[src/rtl/sap_cpu_param.sv]
// sap_cpu_param: parametrised multi-cycle accumulator CPU (SAP-1 family).
// Internal RAM is loaded through the programming port while clr is low.
// Each instruction walks T1..T5 (fetch, decode/execute, memory, ALU);
// HLT parks the machine in HALT until the next clr.
module sap_cpu_param #(
  parameter int ADDR_W = 4,
  parameter int DATA_W = 8
) (
  input  logic              clk,
  input  logic              clr,
  input  logic              prog_we,
  input  logic [ADDR_W-1:0] prog_addr,
  input  logic [DATA_W-1:0] prog_data,
  output logic [DATA_W-1:0] bus,
  output logic [DATA_W-1:0] out,
  output logic              out_valid,
  output logic              halted,
  output logic [ADDR_W-1:0] pc
);

  localparam int DEPTH = 1 << ADDR_W;

  typedef enum logic [2:0] {
    T1   = 3'd0,
    T2   = 3'd1,
    T3   = 3'd2,
    T4   = 3'd3,
    T5   = 3'd4,
    HALT = 3'd5
  } state_t;

  localparam logic [3:0] OP_LDA = 4'h1;
  localparam logic [3:0] OP_ADD = 4'h2;
  localparam logic [3:0] OP_SUB = 4'h3;
  localparam logic [3:0] OP_STA = 4'h4;
  localparam logic [3:0] OP_LDI = 4'h5;
  localparam logic [3:0] OP_JMP = 4'h6;
  localparam logic [3:0] OP_JC  = 4'h7;
  localparam logic [3:0] OP_JZ  = 4'h8;
  localparam logic [3:0] OP_OUT = 4'hE;
  localparam logic [3:0] OP_HLT = 4'hF;

  // Architectural state
  state_t            state;
  logic [ADDR_W-1:0] mar;
  logic [DATA_W-1:0] ir;
  logic [DATA_W-1:0] a;
  logic [DATA_W-1:0] b;
  logic              c_flag;
  logic              z_flag;
  logic [DATA_W-1:0] ram [0:DEPTH-1];

  // Next-state values produced by the decode process
  state_t            state_nxt;
  logic [ADDR_W-1:0] pc_nxt;
  logic [ADDR_W-1:0] mar_nxt;
  logic [DATA_W-1:0] ir_nxt;
  logic [DATA_W-1:0] a_nxt;
  logic [DATA_W-1:0] b_nxt;
  logic              c_nxt;
  logic              z_nxt;
  logic [DATA_W-1:0] out_nxt;
  logic              out_valid_nxt;
  logic              ram_we;

  // Decoded fields and datapath helpers
  logic [3:0]        opcode;
  logic [ADDR_W-1:0] operand;
  logic [DATA_W-1:0] operand_ext;
  logic [DATA_W-1:0] pc_ext;
  logic [DATA_W-1:0] ram_rd;
  logic [DATA_W:0]   alu;

  assign opcode      = ir[DATA_W-1 -: 4];
  assign operand     = ir[ADDR_W-1:0];
  assign operand_ext = {{(DATA_W-ADDR_W){1'b0}}, operand};
  assign pc_ext      = {{(DATA_W-ADDR_W){1'b0}}, pc};
  assign ram_rd      = ram[mar];

  // ALU: add, or subtract as A + ~B + 1 so carry-out means "no borrow"
  always_comb begin
    alu = {(DATA_W+1){1'b0}};
    if (opcode == OP_SUB) begin
      alu = {1'b0, a} + {1'b0, ~b} + {{DATA_W{1'b0}}, 1'b1};
    end else begin
      alu = {1'b0, a} + {1'b0, b};
    end
  end

  // Sequencer: next-state, register updates and bus contents per T-state
  always_comb begin
    state_nxt     = state;
    pc_nxt        = pc;
    mar_nxt       = mar;
    ir_nxt        = ir;
    a_nxt         = a;
    b_nxt         = b;
    c_nxt         = c_flag;
    z_nxt         = z_flag;
    out_nxt       = out;
    out_valid_nxt = 1'b0;
    ram_we        = 1'b0;
    bus           = {DATA_W{1'b0}};
    case (state)
      T1: begin
        mar_nxt   = pc;
        bus       = pc_ext;
        state_nxt = T2;
      end
      T2: begin
        ir_nxt    = ram_rd;
        pc_nxt    = pc + ADDR_W'(1);
        bus       = ram_rd;
        state_nxt = T3;
      end
      T3: begin
        state_nxt = T1;
        case (opcode)
          OP_LDA, OP_ADD, OP_SUB, OP_STA: begin
            mar_nxt   = operand;
            bus       = operand_ext;
            state_nxt = T4;
          end
          OP_LDI: begin
            a_nxt = operand_ext;
            z_nxt = (operand_ext == {DATA_W{1'b0}});
            bus   = operand_ext;
          end
          OP_JMP: begin
            pc_nxt = operand;
            bus    = operand_ext;
          end
          OP_JC: begin
            if (c_flag) begin
              pc_nxt = operand;
            end else begin
              pc_nxt = pc;
            end
            bus = operand_ext;
          end
          OP_JZ: begin
            if (z_flag) begin
              pc_nxt = operand;
            end else begin
              pc_nxt = pc;
            end
            bus = operand_ext;
          end
          OP_OUT: begin
            out_nxt       = a;
            out_valid_nxt = 1'b1;
            bus           = a;
          end
          OP_HLT: begin
            state_nxt = HALT;
          end
          default: begin
            state_nxt = T1;
          end
        endcase
      end
      T4: begin
        state_nxt = T1;
        case (opcode)
          OP_LDA: begin
            a_nxt = ram_rd;
            z_nxt = (ram_rd == {DATA_W{1'b0}});
            bus   = ram_rd;
          end
          OP_ADD, OP_SUB: begin
            b_nxt     = ram_rd;
            bus       = ram_rd;
            state_nxt = T5;
          end
          OP_STA: begin
            ram_we = 1'b1;
            bus    = a;
          end
          default: begin
            state_nxt = T1;
          end
        endcase
      end
      T5: begin
        a_nxt     = alu[DATA_W-1:0];
        c_nxt     = alu[DATA_W];
        z_nxt     = (alu[DATA_W-1:0] == {DATA_W{1'b0}});
        bus       = alu[DATA_W-1:0];
        state_nxt = T1;
      end
      HALT: begin
        state_nxt = HALT;
      end
      default: begin
        state_nxt = T1;
      end
    endcase
  end

  // State register with synchronous active-low clear of all CPU registers
  always_ff @(posedge clk) begin
    if (!clr) begin
      state     <= T1;
      pc        <= {ADDR_W{1'b0}};
      mar       <= {ADDR_W{1'b0}};
      ir        <= {DATA_W{1'b0}};
      a         <= {DATA_W{1'b0}};
      b         <= {DATA_W{1'b0}};
      c_flag    <= 1'b0;
      z_flag    <= 1'b0;
      out       <= {DATA_W{1'b0}};
      out_valid <= 1'b0;
      halted    <= 1'b0;
    end else begin
      state     <= state_nxt;
      pc        <= pc_nxt;
      mar       <= mar_nxt;
      ir        <= ir_nxt;
      a         <= a_nxt;
      b         <= b_nxt;
      c_flag    <= c_nxt;
      z_flag    <= z_nxt;
      out       <= out_nxt;
      out_valid <= out_valid_nxt;
      halted    <= (state_nxt == HALT);
    end
  end

  // RAM write port: programming while in reset, STA while running
  always_ff @(posedge clk) begin
    if (!clr) begin
      if (prog_we) begin
        ram[prog_addr] <= prog_data;
      end
    end else if (ram_we) begin
      ram[mar] <= a;
    end
  end

endmodule

[config.mk]
export PLATFORM = sky130hd
export DESIGN_NAME = sap_cpu_param
export DESIGN_NICKNAME = d
export VERILOG_FILES = /design/src/rtl/sap_cpu_param.sv
export SDC_FILE = /design/constraint.sdc
export NUM_CORES = 1
export LEC_CHECK = 0
export CAP_MARGIN = 10
export CORE_MARGIN = 10
export CORE_UTILIZATION = 46
export DETAILED_ROUTE_END_ITERATION = 16
export PLACE_DENSITY = 0.69
export SETUP_SLACK_MARGIN = 0.05
export SLEW_MARGIN = 20
export SYNTH_ARGS = -nofsm -noshare
export SYNTH_HDL_FRONTEND = slang
export SYNTH_SLANG_ARGS = --single-unit
[constraint.sdc]
create_clock -name clk -period 3.8 [get_ports clk]
set_input_delay 0.95 -clock clk [delete_from_list [all_inputs] [get_ports clk]]
set_output_delay 0.95 -clock clk [all_outputs]
set_load 0.005 [all_outputs]
After elaboration in Yosys (flattened, before gate mapping) --
Memory sizes are Yosys's and may differ from the RTL's. A register that Yosys moved wholly into a read port is not among the register bits. Cells that the tools add are included.
Cells by class: add/sub/neg operators 4, multiply operators 0, divide/modulo/power cells 0, order comparisons 0, equal/unequal tests 22, shifts and indexed selects 0, mux-type cells 33, bitwise operators 1, reduce and logical (&&, ||, !) cells 18
Operators by type and width (count):
- 8-bit case mux with 5 select lines | 1
- 8-bit case mux with 2 select lines | 2
- 8-bit zero test | 3
- 4-bit two-way mux | 6
- 8-bit two-way mux | 3
- 8-bit case mux with 3 select lines | 1
- 8-bit by 8-bit adder with 9-bit output | 2
- 4-bit by 3-bit equality test with 1-bit output (second input constant) | 4
- 4-bit case mux with 2 select lines | 2
- 8-bit OR reduction | 2
- 3-bit case mux with 5 select lines | 1
- 4-bit equality test (second input constant) | 3
- 1-bit two-way mux | 12
- 4-bit case mux with 3 select lines | 1
- 9-bit by 1-bit adder with 9-bit output (second input constant) | 1
- 3-bit equality test (second input constant) | 3
- 9-bit two-way mux | 1
- 4-bit by 2-bit equality test with 1-bit output (second input constant) | 2
- 8-bit inverter | 1
- 2-bit AND reduction | 4
- 3-bit by 2-bit equality test with 1-bit output (second input constant) | 2
- 2-bit by 1-bit != test with 1-bit output (second input constant) | 3
- 3-bit != test (second input constant) | 2
- 3-bit case mux with 2 select lines | 1
- 14 further kinds | 15
Storage, ports and cells: register bits 47, bits in latches 0, memory bits (writable) 128, bits in read-only memories 0, input bits 15, output and inout port bits 22, logic and storage cells 90, memories 1
Memories:
- ram | depth 16, width 8, read ports 1, clocked after Yosys merged registers in 1, wr ports 1, RTL line 51 | logic [DATA_W-1:0] ram [0:DEPTH-1];

Depth between registers and ports, before layout --
depth after elaboration 8, mapped depth 10

Worst setup path before layout --
OpenSTA, ideal clock, no wires.
kind register to output, start point register (tool-made name), end point output bus[2], data arrival time 1.934 ns, required time 2.850 ns, path slack 0.916 ns, cell stages (with the launch flop) 7, cells stage by stage dfxtp_1 buf_6 buf_2 mux4_2 a22oi_1 nand2_1 a221o_1
RTL lines:
- end, declared | RTL line 14 | output logic [DATA_W-1:0] bus,

Final worst setup path --
start point register b[4], end point output bus[7]
On the way: longest elaborated chain between the ends 5, elaborated cells between the ends (all ways) 6, classes of those cells 3 x add/sub; 2 x mux; 1 x bitwise
RTL lines:
- start, declared | RTL line 48 | logic [DATA_W-1:0] b;
- start signal, assigned | RTL line 208 | b <= {DATA_W{1'b0}};
- start signal, assigned | RTL line 220 | b <= b_nxt;
- 8-bit inverter | RTL line 84 | alu = {1'b0, a} + {1'b0, ~b} + {{DATA_W{1'b0}}, 1'b1};
- 8-bit by 8-bit adder with 9-bit output | RTL line 84
- 9-bit by 1-bit adder with 9-bit output | RTL line 84
- 9-bit two-way mux (*) | RTL line 83 | if (opcode == OP_SUB) begin
- 8-bit case mux with 5 select lines (*) | RTL line 104 | case (state)
Mark *: on every way between the ends. The rest lies on a longest branch, timed or not.

==> results_dict.tcl <==
set metrics [dict create \
    clockBufferDepth 2 \
    ir_worst_vdd_uv 337 \
    setup_ws_ns 0.0902 \
    critical_path_arrival_ns 2.76 \
    dr_total_vias 5395 \
    syn_inst 616 \
    r2r-end "z_flag" \
    cts_sinks 179 \
    cts_buffers 17 \
    wirelength_mm 20.4 \
    cts.htree.levels 4 \
    critPathLaunchType "flop" \
    grt_max_degree 47 \
    drcViolationCount 0 \
    avgSynthCellArea_um2 13.3 \
    synthArstFlopShare 0 \
    cap_violations 0 \
    grt_antenna_before_repair 0 \
    gp_congestion 0.913 \
    grt_pass1_vias 5463 \
    setup_violations 0 \
    num_antenna_cells 0 \
    fin_crit_sh 0.976 \
    yosysTopAreaCell "edfxtp_1" \
    grt_first_pass_wirelength_mm 31.8 \
    placementRows 48 \
    synth_cell_types 66 \
    routedWlPerCell_um 21.9 \
    clk-insertion-delay-late_ns 0.43 \
    maxSlewHeadroom 0.507 \
    synth_top_area_share 0.470 \
    slew_violations 0 \
    timing.rr.start "a[0]" \
    hpwl_mm 13.9 \
    finalHoldViolations 0 \
    die_area_um2 23500 \
    hold_slack_ns 0.508 \
    syn_area_um2 8180 \
    min_to "c_flag" \
    gr-total-overflow 0 \
    drive_gt1_frac 0.234 \
    initial_core_util 0.471 \
    dp_slack_ns 0.305 \
    synth_flop_cell "edfxtp_1" \
    dr.pass1.iters 5 \
    drt_iter0_drc 340 \
    pin_count 37 \
    rrSetupSlack_ns 0.99 \
    worst-endpoint-required_ns 2.85 \
    core_area_um2 17400 \
    r2r_cells 9 \
    hp-start "c_flag" \
    area_growth_pct 21.7 \
    power_density_nw_per_um2 482 \
    crit_fanout 7 \
    synth.most_common_cell "edfxtp_1" \
    tritoncts "yes" \
    dieWidth_um 153 \
    synth_nets 650 \
    track_usage 0.173 \
    crit_type "reg2out" \
    path_clk_slew_ns 0.07 \
    clock_skew_ns 0.0109 \
    hold-path-cell-count 2 \
    synthTopCellsByArea "edfxtp_1 (47%), dfxtp_1 (12%), mux4_2 (6.9%)" \
    synth_edf_count 128 \
    die_h_um 153 \
    period_needed_ns 3.71 \
    vias_per_cell 5.79 \
    max_freq_mhz 270 \
    synth-seq-area-share 0.595 \
    worst_slew_pin_slew_ns 0.737 \
    synth.top_cells.by_count "edfxtp_1 (128), nand2_1 (62), dfxtp_1 (51)" \
    cts_root_buf "clkbuf_16" \
    synth.ff_latch_count 179 \
    end_kind "primary output" \
    rsz0062_at_grt "yes" \
    nFillCells 1369 \
    outcome "completed" \
    cellLeakagePower_nw 3.50 \
    io_buffers 36 \
    hold_class "reg2reg" \
    nNetsFinal 728 \
    yosys_warnings 0 \
    detail-route-antenna-nets 0 \
]
==> routing by layer <==
layer | up-vias | share of wire | global-route usage
met4 | 0 | 0.010 | 0.0454
li1 | 2517 | - | -
met3 | 15 | 0.039 | 0.0328
met1 | 2734 | 0.42 | 0.211
met5 | - | 0 | 0
met2 | 129 | 0.53 | 0.304
==> through the flow <==
stage                     setup TNS (ns)  std cells   util  total power [mW]  area, µm²
after detailed placement               0        890  0.521              3.00       9050
after global placement                 0        890  0.521              2.99       9050
after global routing             -0.0527        931  0.573              4.97       9950
after CTS                              0        930  0.569              4.82       9880
final                                  0        931  0.573              4.79       9950
after floorplan                        0        616      -              2.69       8180
==> layout by cell type (no fill, tap or decap), types with 3 or more instances in the layout <==
cell,synthesis,final
a21boi_0,9,8
a21oi_1,14,12
a221oi_1,4,4
a22oi_1,20,13
a22oi_2,0,7
a31oi_1,12,12
and2_1,8,8
and3_1,3,3
buf_4,2,53
clkbuf_16,0,17
clkdlybuf4s50_1,0,32
clkinv_8,0,3
dfxtp_1,51,42
dfxtp_2,0,6
dfxtp_4,0,3
edfxtp_1,128,128
ha_1,17,12
ha_4,0,4
inv_1,19,19
inv_8,0,5
mux2_2,7,7
mux2i_1,18,17
mux4_1,7,6
mux4_2,25,26
nand2_1,62,61
nand3_1,8,8
nand3b_1,3,3
nor2_1,37,36
nor2b_1,26,26
nor3_1,8,4
nor3_2,0,4
nor3b_1,5,4
o211a_1,6,6
o21a_1,4,4
o21ai_0,21,21
xnor2_1,5,4
xor2_1,3,3
==> timing repair <==
action                                 in CTS  in global routing
buffers inserted                            7                  1
gates cloned                                2                  0
resized for setup                          35                 16
pin swaps                                   6                  8
endpoints found under the hold margin       0                  0
setup endpoints to repair                   7                  7
hold buffers                                0                  0
==> logic make-up after synthesis <==
kind of cell	synth area share
AOI/OAI and AO/OA	0.107
xor gates and xnor gates	0.00857
adders and majority gates	0.0309
buffers and inverters	0.0272
DFF	0.595
muxes	0.123
and+or+nand+nor	0.108
==> worst max-delay path: stages (launching register included) <==
cell,delay [ns]
dfxtp_1,0.36
inv_1,0.08
ha_4,0.25
or4_1,0.52
o22ai_1,0.17
o311ai_1,0.12
xor2_1,0.18
nand2_1,0.10
nand2_1,0.07
clkdlybuf4s50_1,0.50
==> sequential cells by signal (all words and copies together), names as in the netlist, named ones only <==
register and cells:
out_valid 1, a 8, state 3, mar 4
c_flag 1, out 8, ir 8, z_flag 1
pc 4, b 8, ram 128, halted 1
==> report_power, final <==
part / switching [mW] / internal [mW] / total [mW]
Clock: 0.822 / 0.950 / 1.77
Combinational: 0.439 / 0.389 / 0.828
Sequential: 0.0591 / 2.14 / 2.19
Total: 1.32 / 3.47 / 4.79
==> worst max-delay path by stage <==
| stage | startpoint | end | depth (start not counted) |
|---|---|---|---|
| 6_report | b[4] | bus[7] | 9 |
| 5_1_grt | b[5] | bus[7] | 10 |
| 4_1_cts | a[0] | bus[6] | 10 |
| 3_5_place_dp | a[0] | bus[6] | 10 |
| 3_3_place_gp | a[0] | bus[6] | 10 |
| 2_1_floorplan | flop | bus[2] | 6 |
==> cell type report <==
cell class / instances / area, µm² / area share
clock inverter: 14 / 185 / 0.0186
tap: 225 / 282 / 0.0283
sequential: 179 / 4880 / 0.491
timing repair buffer: 93 / 856 / 0.0860
inverter: 19 / 71.3 / 0.00717
clock buffer: 17 / 425 / 0.0428
multi-input combinational: 384 / 3240 / 0.326
Power figures use the tool's default switching activity.
